<file path="src/rtl/seq_comparator.sv">
// Multi-cycle magnitude comparator. Operands are compared one CHUNK-bit slice
// per cycle from the most significant slice down. The compare stops at the
// first slice that differs. Result flags stay registered until the next
// accepted start.
module seq_comparator #(
   parameter int WIDTH = 32,
   parameter int CHUNK = 8
) (
   input  logic             clk,
   input  logic             reset,
   input  logic             start,
   input  logic             is_signed,
   input  logic [WIDTH-1:0] SrcA,
   input  logic [WIDTH-1:0] SrcB,
   output logic             busy,
   output logic             done,
   output logic             larger,
   output logic             equal,
   output logic             smaller
);

   localparam int NCHUNK = WIDTH / CHUNK;
   localparam int IDXW   = (NCHUNK > 1) ? $clog2(NCHUNK) : 1;

   typedef enum logic [1:0] {
      IDLE = 2'd0,
      RUN  = 2'd1,
      DONE = 2'd2
   } state_t;

   state_t           state, state_nx;
   logic [IDXW-1:0]  idx;
   logic [WIDTH-1:0] a_q, b_q;
   logic [WIDTH-1:0] sign_mask;
   logic [CHUNK-1:0] slice_a, slice_b;
   logic             accept, slice_gt, slice_lt, last_slice;

   // A new request is taken whenever the comparator is not mid-compare.
   assign accept     = start && (state != RUN);
   assign slice_gt   = slice_a > slice_b;
   assign slice_lt   = slice_a < slice_b;
   assign last_slice = (idx == '0);
   assign busy       = (state == RUN);
   assign done       = (state == DONE);

   // Flipping the sign bit of both operands turns a two's-complement compare
   // into an unsigned one, so the slice logic never needs to know the mode.
   always_comb begin
      sign_mask          = '0;
      sign_mask[WIDTH-1] = is_signed;
   end

   // Select the slice currently being examined from each captured operand.
   always_comb begin
      // NOTE: every always_comb output gets a default first, so no path can leave it unassigned and infer a latch.
      slice_a = '0;
      slice_b = '0;
      for (int i = 0; i < NCHUNK; i++) begin
         if (idx == IDXW'(i)) begin
            slice_a = a_q[i*CHUNK +: CHUNK];
            slice_b = b_q[i*CHUNK +: CHUNK];
         end
      end
   end

   // State register.
   always_ff @(posedge clk or negedge reset) begin
      // NOTE: sequential state uses non-blocking assignments so every register samples pre-edge values.
      if (!reset) state <= IDLE;
      else        state <= state_nx;
   end

   // Next-state logic: run until a slice differs or the last slice is done.
   always_comb begin
      state_nx = state;
      unique case (state)
         IDLE: if (start) state_nx = RUN;
         RUN:  if (slice_gt || slice_lt || last_slice) state_nx = DONE;
         DONE: state_nx = start ? RUN : IDLE;
         default: state_nx = IDLE;
      endcase
   end

   // Operand capture, slice index and result flags.
   always_ff @(posedge clk or negedge reset) begin
      if (!reset) begin
         // NOTE: the captured operands are cleared too, so the datapath never holds X after reset.
         a_q     <= '0;
         b_q     <= '0;
         idx     <= '0;
         larger  <= 1'b0;
         equal   <= 1'b0;
         smaller <= 1'b0;
      end else if (accept) begin
         a_q     <= SrcA ^ sign_mask;
         b_q     <= SrcB ^ sign_mask;
         idx     <= IDXW'(NCHUNK - 1);
         larger  <= 1'b0;
         equal   <= 1'b0;
         smaller <= 1'b0;
      end else if (state == RUN) begin
         if (slice_gt)        larger  <= 1'b1;
         else if (slice_lt)   smaller <= 1'b1;
         else if (last_slice) equal   <= 1'b1;
         else                 idx     <= idx - IDXW'(1);
      end
   end

endmodule

</file>
<file path="config.mk">
export PLATFORM = sky130hd
export DESIGN_NAME = seq_comparator
export DESIGN_NICKNAME = d
export VERILOG_FILES = /design/src/rtl/seq_comparator.sv
export SDC_FILE = /design/constraint.sdc
export NUM_CORES = 1
export LEC_CHECK = 0
export ABC_AREA = 1
export ABC_CLOCK_PERIOD_IN_PS = 2500
export CORE_ASPECT_RATIO = 1.1
export CORE_MARGIN = 2
export CORE_UTILIZATION = 46
export CTS_CLUSTER_DIAMETER = 120
export DETAILED_ROUTE_END_ITERATION = 16
export PLACE_DENSITY = 0.78
export SLEW_MARGIN = 10
export SYNTH_ARGS = -nofsm -noshare
export SYNTH_HDL_FRONTEND = slang
export SYNTH_SLANG_ARGS = --single-unit
</file>
<file path="constraint.sdc">
create_clock -name clk -period 2.5 [get_ports clk]
set_clock_uncertainty 0.05 [all_clocks]
set_input_delay 0.375 -clock clk [delete_from_list [all_inputs] [get_ports clk]]
set_output_delay 0.375 -clock clk [all_outputs]
set_load 0.01 [all_outputs]
</file>
After elaboration in Yosys (flattened, before gate mapping). Index checks and enable logic that the tools add are counted.

Bitwise operators: 2. Reductions and logical operators: 14. Multiplexer cells: 29. Eq/ne operators: 11. $add $sub $neg: 1. $lt $le $gt $ge: 2.

Operators by type and width (number): $mux W8 (8); $xor A32 B32 Y32 (2); $mux W2 (7); $mux W1 (13); $gt A8 B8 Y1 (1); $lt A8 B8 Y1 (1); $ne A2 B2 Y1 const B (4); $reduce_and A4 Y1 (2); $reduce_bool A2 Y1 (4); $eq A2 B2 Y1 const B (3); $pmux W2 S3 (1); $eq A2 B1 Y1 const B (2); $logic_not A2 Y1 (2); $ne A2 B1 Y1 const B (2); $reduce_and A2 Y1 (2); $reduce_and A3 Y1 (1); $logic_or A1 B1 Y1 (2); $sub A2 B1 Y2 const B (1); $logic_and A1 B1 Y1 (1).

Logic and storage cells: 66. Flip-flop bits (word level): 71.

Logic depth before layout (Yosys ltp). Gate-level depths: netlist of the first run.

Depth in word-level cells: 10. Gate-level depth with buffers: 20.

Least setup slack after synthesis of the first run. Ideal clock, no wire load.

Kind: register -> register. Start: reg idx[0]. End: reg idx[0]. Data arrival time: 2.257 ns. Slack: 0.072 ns. Clock period less this slack: 2.428 ns. Buffers on the path: 2. Stages on the path, launching flop included: 16. Path through: dfrtp_1 inv_1 ha_1 buf_2 buf_1 a21oi_1 o21ai_1 o21ai_0 ha_1 a21o_1 nor2_2 nand2_2 nand2_2 nand2_2 o21bai_1 nand2_1.

Word-level cells in the longest chain between the ends: 8. Elaborated cells between the ends (all ways): 24.

RTL lines: start, declared (line 32) `logic [IDXW-1:0] idx;`; start signal, assigned (line 97) `idx <= IDXW'(NCHUNK - 1);`; start signal, assigned (line 105) `else idx <= idx - IDXW'(1);`; $logic_not A2 Y1 (line 42, 59); $mux W8 (4 in series) (line 59) `if (idx == IDXW'(i)) begin`; $lt A8 B8 Y1 or $gt A8 B8 Y1 (tied branches) (line 41, 40); $ne A2 B2 Y1 (no source line); $reduce_and A4 Y1 (no source line).

Parallel ways exist; a longest one is shown, timed or not. The select of a mux whose other input is x is not followed. A chain may end at the register's enable or synchronous reset.

Worst setup path in the final report of the first run. Same ends and word-level chain as after synthesis.

==> qor.csv, run 1 <==
metric;value;unit
outcome;finished, violations left;
failing checks;negative setup slack;
FILL cells;628;
clk sinks;71;
core box area;7430;um2
Synth area leaders;dfrtp_1 50%, nand2_1 23%, ha_1 4.3%;
Syn Nets;517;
starting density of the core;0.475;
htree depth;3;
Yosys cell types;30;
Mapped Area;3530;um2
Post-Route WL;8620;um
Pre-antenna DRT Iters;4;
via count;3085;
die height;95.9;um
clk_lat worst skew;360;ps
Min-Delay Path Class;input pin to asynchronous set/reset pin;
Final Cell Area;4770;um2
unrepaired setup endpoints after global routing;true;
Post-DP HPWL;6120;um
element type at the critical path start;flop;
wire length per cell;14.1;um
antenna violations before repair;0;
n_diodes;0;
Layout area overhead;35.3;%
Seq/Total Area, Yosys;0.504;
Final Max Tran Viols;0;
syn avg cell area;8.07;um2
FF-to-FF Start;idx[0];
Pwr Total;0.00523;W
Net Sw Power;0.00211;W
GR Overflow Total;0;
first-pass GRT wire length;13700;um
layout cells sized above 1;0.160;
Overall Global Routing Usage;0.214;
Die Area;8390;um2
WP data required;2740;ps
final core utilization;0.642;
clock buffer depth;2;
Final WS setup;-70.8;ps
Sequential Area;1780;um2
Leak;2.37;nW
Clock power frac;0.181;
area occupied by multi-input gates;1670;um2
P_int;0.00312;W
Crit Path Class;flop to flop;
Vias/cell;5.04;
GP Congestion;0.947;
Ys Warns;0;
vias in the first global route;3038;
Root Driver;clkbuf_8;
hold buffer count at cts;0;
Comb power frac;0.530;
FF-to-FF path depth;17;
DRT iter0 DRCs;140;
Tcrit/Tclk final;1.03;
Final #Nets;600;
post-synthesis instance total;437;
Clock Pin Slew Worst Setup and Hold Paths;80;ps
total CTS buffers;9;
Worst R2R End;idx[0];
Max Freq;389;MHz
sw frac;0.404;
Antenna Nets Post-Route;0;
peak supply drop;0.000557;V
Slew @ Worst Pin;745;ps
CP Max Fanout;8;
FP Rows;33;
Yosys top cell area share;0.504;
minimum clock period;2570;ps
Power Density;1100;nW/um2
Post-DP Area;4390;um2
CTS tree;yes;
Synth area leader;dfrtp_1;
Final setup viols;4;
io pins;73;
Fin. Hold Viols;0;
pin count of the biggest net entering global routing;39;
IO Port Bufs;72;
Crit. End Element;flop;
max-cap violations;0;
die span in x;87.5;um
Seq pwr share;0.289;
max_slew headroom;0.503;
R2R setup slack;-70;ps
#FFs+latches synth;71;
Worst EP arrival;2810;ps
Post-route DRC;0;
==> worst max path at each step <==
| stage | from | to | slack [ps] | cells past startpoint |
|---|---|---|---|---|
| after global routing | idx[0] | idx[0] | -200 | 18 |
| final | idx[0] | idx[0] | -70 | 17 |
| after global placement | idx[0] | idx[0] | -10 | 20 |
| after floorplan | idx[0] | idx[0] | 70 | 15 |
| after detailed placement | idx[0] | idx[0] | -110 | 20 |
| after CTS | idx[1] | idx[0] | -9 | 19 |
==> routing by layer <==
metal | up-vias | GRT usage | share of wire
li1 | 1550 | - | -
met1 | 1441 | 0.268 | 0.44
met2 | 74 | 0.358 | 0.49
met3 | 20 | 0.0480 | 0.043
met4 | 0 | 0.0885 | 0.028
met5 | - | 0 | 0
==> synth_stat cells, drive strengths merged <==
| master | number |
|---|---|
| nand2 | 227 |
| dfrtp | 71 |
| o21ai | 31 |
| a21oi | 21 |
| buf | 21 |
| inv | 16 |
| nor2 | 14 |
| a22oi | 12 |
| ha | 12 |
| nand3 | 3 |
| o21bai | 2 |
| xnor2 | 2 |
| a21o | 1 |
| a31oi | 1 |
| clkbuf | 1 |
| nand4 | 1 |
| o21a | 1 |
==> layout by cell type (no fill, tap or decap), types with 2 or more instances in the layout <==
master           netlist  routed
buf_4                  2      16
ha_1                  12       7
a22oi_1                7       4
clkdlybuf4s50_1        0      71
o21bai_1               2       2
dfrtp_1               71      71
nor2_4                 2       4
clkbuf_8               0      11
nand2_4                2       5
o21ai_1               10      18
a21oi_1               20      18
buf_12                 0       4
o21ai_0               19      10
inv_1                  9       7
inv_2                  6       8
nand2_2                6       6
xnor2_1                2       2
a22oi_2                5       8
clkinv_2               0       2
a21oi_2                1       3
ha_2                   0       4
nand3_1                3       3
o21ai_2                2       3
nor2_1                11       9
nand2_1              219     216
==> flip-flops by register name, summed over array words and instances, names as in the netlist <==
name     cells
a_q         32
b_q         32
idx          2
state        2
equal        1
larger       1
smaller      1
==> through the flow <==
| step | setup WS [ps] | cells | TNS [ps] | hold slack (ps) |
|---|---|---|---|---|
| detailed placement | -106 | 589 | -272 | 412 |
| global placement | -13.4 | 589 | -19.1 | 410 |
| floorplan | 72.1 | 437 | 0 | 29.4 |
| global route | -201 | 612 | -931 | 85.8 |
| finish | -70.8 | 612 | -183 | 26.3 |
| CTS | -9.32 | 609 | -9.32 | 48.3 |
==> area by class of cell <==
cell class                      count  area share
Sequential cell                    71       0.372
Clock buffer                       11      0.0317
Tap cell                           87      0.0228
Clock inverter                      5      0.0118
Multi-Input combinational cell    328       0.349
Timing Repair Buffer               94       0.199
Inverter                           16      0.0131
==> power groups by stage <==
stage          logic (W)  registers [W]  clock network (W)
3_3_place_gp     0.00216        0.00152                  0
3_5_place_dp     0.00223        0.00152                  0
2_1_floorplan    0.00159        0.00148                  0
4_1_cts          0.00238        0.00151           0.000955
5_1_grt          0.00304        0.00153            0.00101
6_report         0.00277        0.00151           0.000944
==> kinds of logic (layout without fill, tap and decap cells) <==
| family | Yosys count | after routing | synth area share |
|---|---|---|---|
| AO/OA/AOI/OAI | 69 | 69 | 0.120 |
| flip-flops | 71 | 71 | 0.504 |
| XOR/XNOR | 2 | 2 | 0.00497 |
| buffers and inverters | 38 | 126 | 0.0532 |
| adder cells (fa/ha/maj) | 12 | 12 | 0.0426 |
| AND/OR/NAND/NOR | 245 | 245 | 0.276 |
==> critical path, cell delays in order (launching register included) <==
cell and delay [ps]:
dfrtp_1 430, inv_2 110, ha_4 130, inv_2 50, nor2_4 150, clkbuf_16 190, nand2_2 40, nand2_1 50
o21ai_1 80, o21ai_2 130, ha_1 270, a21oi_1 130, nor2_1 80, nor2_4 120, nand2_4 90, a21oi_2 200
nand3_1 110, nand2_1 80
==> repair_timing <==
| action | in CTS | in global routing |
|---|---|---|
| pin swaps | 2 | 12 |
| gates cloned | 0 | 1 |
| buffers inserted | 4 | 2 |
| setup endpoints to repair | 3 | 7 |
| resized for setup | 12 | 24 |
Power figures use the tool's default switching activity.
==> inputs of run 2 (changes only) <==
CORE_ASPECT_RATIO = 0.5   (was 1.1)
CORE_MARGIN = default   (was 2)
==> run 2 against run 1 <==
The flow still finishes with violations (negative setup slack). Worst hold slack worse by 21 ps. Sequential share of layout area down 0.78 points. Sequential cell count unchanged. Final area up 2.2%. First-iteration DRC count up 61%. Sequential power about the same. Utilization up 1.9 points. Power up 8.4%. Non-clock buffer count up 6.
==> qor.csv, run 2 (synthesis results as in run 1) <==
metric;value;unit
htree depth;3;
Seq pwr share;0.268;
die span in x;126;um
n_diodes;0;
Critical Path Most Common Cell;nand2_2;
CTS tree;yes;
layout cells sized above 1;0.160;
WP buf/inv;3;
wire length per cell;14.0;um
DRT iter0 DRCs;226;
GP Congestion;0.882;
Leak;2.43;nW
Antenna Nets Post-Route;0;
Net Sw Power;0.00217;W
outcome;finished, violations left;
Final WS setup;-179;ps
FILL cells;613;
Crit. End Element;flop;
Crit Path Class;flop to flop;
Slew @ Worst Pin;365;ps
pin count of the biggest net entering global routing;72;
starting density of the core;0.478;
clock buffer depth;2;
Pwr Total;0.00567;W
top flop regs;a_q (32), b_q (32);
Clock power frac;0.238;
via count;3061;
core box area;7380;um2
first-pass GRT wire length;14400;um
unrepaired setup endpoints after global routing;true;
die height;63.9;um
Final setup viols;6;
clk sinks;71;
max_slew headroom;0.757;
Slowest cell on crit path;dfrtp_2;
failing checks;negative setup slack;
Vias/cell;4.89;
Comb power frac;0.494;
vias in the first global route;3012;
CP Max Fanout;8;
most common cell after layout, fill and taps aside;nand2_1;
clk_lat worst skew;340;ps
element type at the critical path start;flop;
GR Overflow Total;0;
Pre-antenna DRT Iters;4;
Max Freq;373;MHz
FF-to-FF path depth;17;
Tcrit/Tclk final;1.07;
Final Max Tran Viols;0;
total CTS buffers;9;
CP max stage delay;450;ps
peak supply drop;0.000692;V
io pins;73;
Levels on crit path;17;
Min-Delay Path Class;input pin to asynchronous set/reset pin;
Overall Global Routing Usage;0.237;
Fin. Hold Viols;0;
Post-Route WL;8740;um
WP data required;2670;ps
Die Area;8050;um2
Hold Slack;5.74;ps
Worst EP arrival;2850;ps
max-cap violations;0;
Post-DP HPWL;5860;um
P_int;0.00350;W
minimum clock period;2680;ps
sw frac;0.383;
Final #Nets;606;
Setup TNS Final;-759;ps
Power Density;1160;nW/um2
IO Port Bufs;72;
Post-route DRC;0;
worst slack, placed;-172;ps
most frequent cells in the layout;218 x nand2_1, 71 x clkdlybuf4s50_1, 70 x dfrtp_1, 24 x buf_4, 18 x o21ai_1;
Root Driver;clkbuf_16;
Clock Pin Slew Worst Setup and Hold Paths;50;ps
family with the most delay on the worst path;simple AND/OR/NAND/NOR gates;
Layout area overhead;38.3;%
antenna violations before repair;0;
FP Rows;22;
crit-path cells;inv_4, ha_4, inv_4, nor2_4, buf_6, a22oi_2, o21ai_1, o21ai_1, ha_1, a21oi_2, nor2_1, nor2_2, nand2_2, nand2_2, nand2_2, o21bai_1, nand2_1;
## run 2: changes by cell type in the layout (fill, tap and decap cells not counted), moves of 3 or more
cell | before | now
inv_4 | 1 | 4
a22oi_1 | 4 | 7
nand2_4 | 5 | 2
clkbuf_8 | 11 | 1
a22oi_2 | 8 | 5
clkbuf_16 | 1 | 9
nor2_2 | 1 | 4
buf_4 | 16 | 24
ha_2 | 4 | 0
## run 2: power groups by stage
| stage | sequential, W | clock, W | combinational [W] |
|---|---|---|---|
| floorplan | 0.00148 | 0 | 0.00159 |
| global placement | 0.00151 | 0 | 0.00225 |
| finish | 0.00152 | 0.00135 | 0.00280 |
| global route | 0.00154 | 0.00142 | 0.00310 |
| detailed placement | 0.00152 | 0 | 0.00232 |
| CTS | 0.00151 | 0.00137 | 0.00257 |
## run 2: repair_timing
| action | CTS | global route |
|---|---|---|
| pin swaps | 2 | 9 |
| hold buffers | 0 | 0 |
| buffers inserted | 3 | 3 |
| resized for setup | 23 | 10 |
| setup endpoints to repair | 6 | 7 |
## run 2: worst paths after layout
| path | start | endpoint | slack (ps) |
|---|---|---|---|
| min in group clk | a_q[1] | a_q[1] | 420 |
| min | reset | b_q[5] | 6 |
| max reg2reg | idx[0] | idx[1] | -180 |
| max | idx[0] | idx[1] | -180 |
| max in group asynchronous | reset | idx[0] | 2090 |
| min reg2reg | a_q[1] | a_q[1] | 420 |
## run 2: final cells by class
class,count,area [um2],area share
Clock buffer,11,243,0.0498
Clock inverter,4,70.1,0.0144
Inverter,16,70.1,0.0144
Multi-Input combinational cell,328,1630,0.334
Sequential cell,71,1780,0.364
Tap cell,96,120,0.0246
Timing Repair Buffer,100,967,0.198
## run 2: through the flow
stage               utilization  cells  instance area (um2)
CTS                       0.655    623                 4830
global route              0.661    626                 4880
global placement          0.602    605                 4440
detailed placement        0.602    605                 4440
floorplan                     -    437                 3530
finish                    0.661    626                 4880
## run 2: routing by layer
layer,vias up,track usage,part of all wire
met4,0,0.0708,0.015
li1,1561,-,-
met5,-,0,0
met1,1402,0.311,0.46
met2,85,0.386,0.47
met3,13,0.0662,0.056
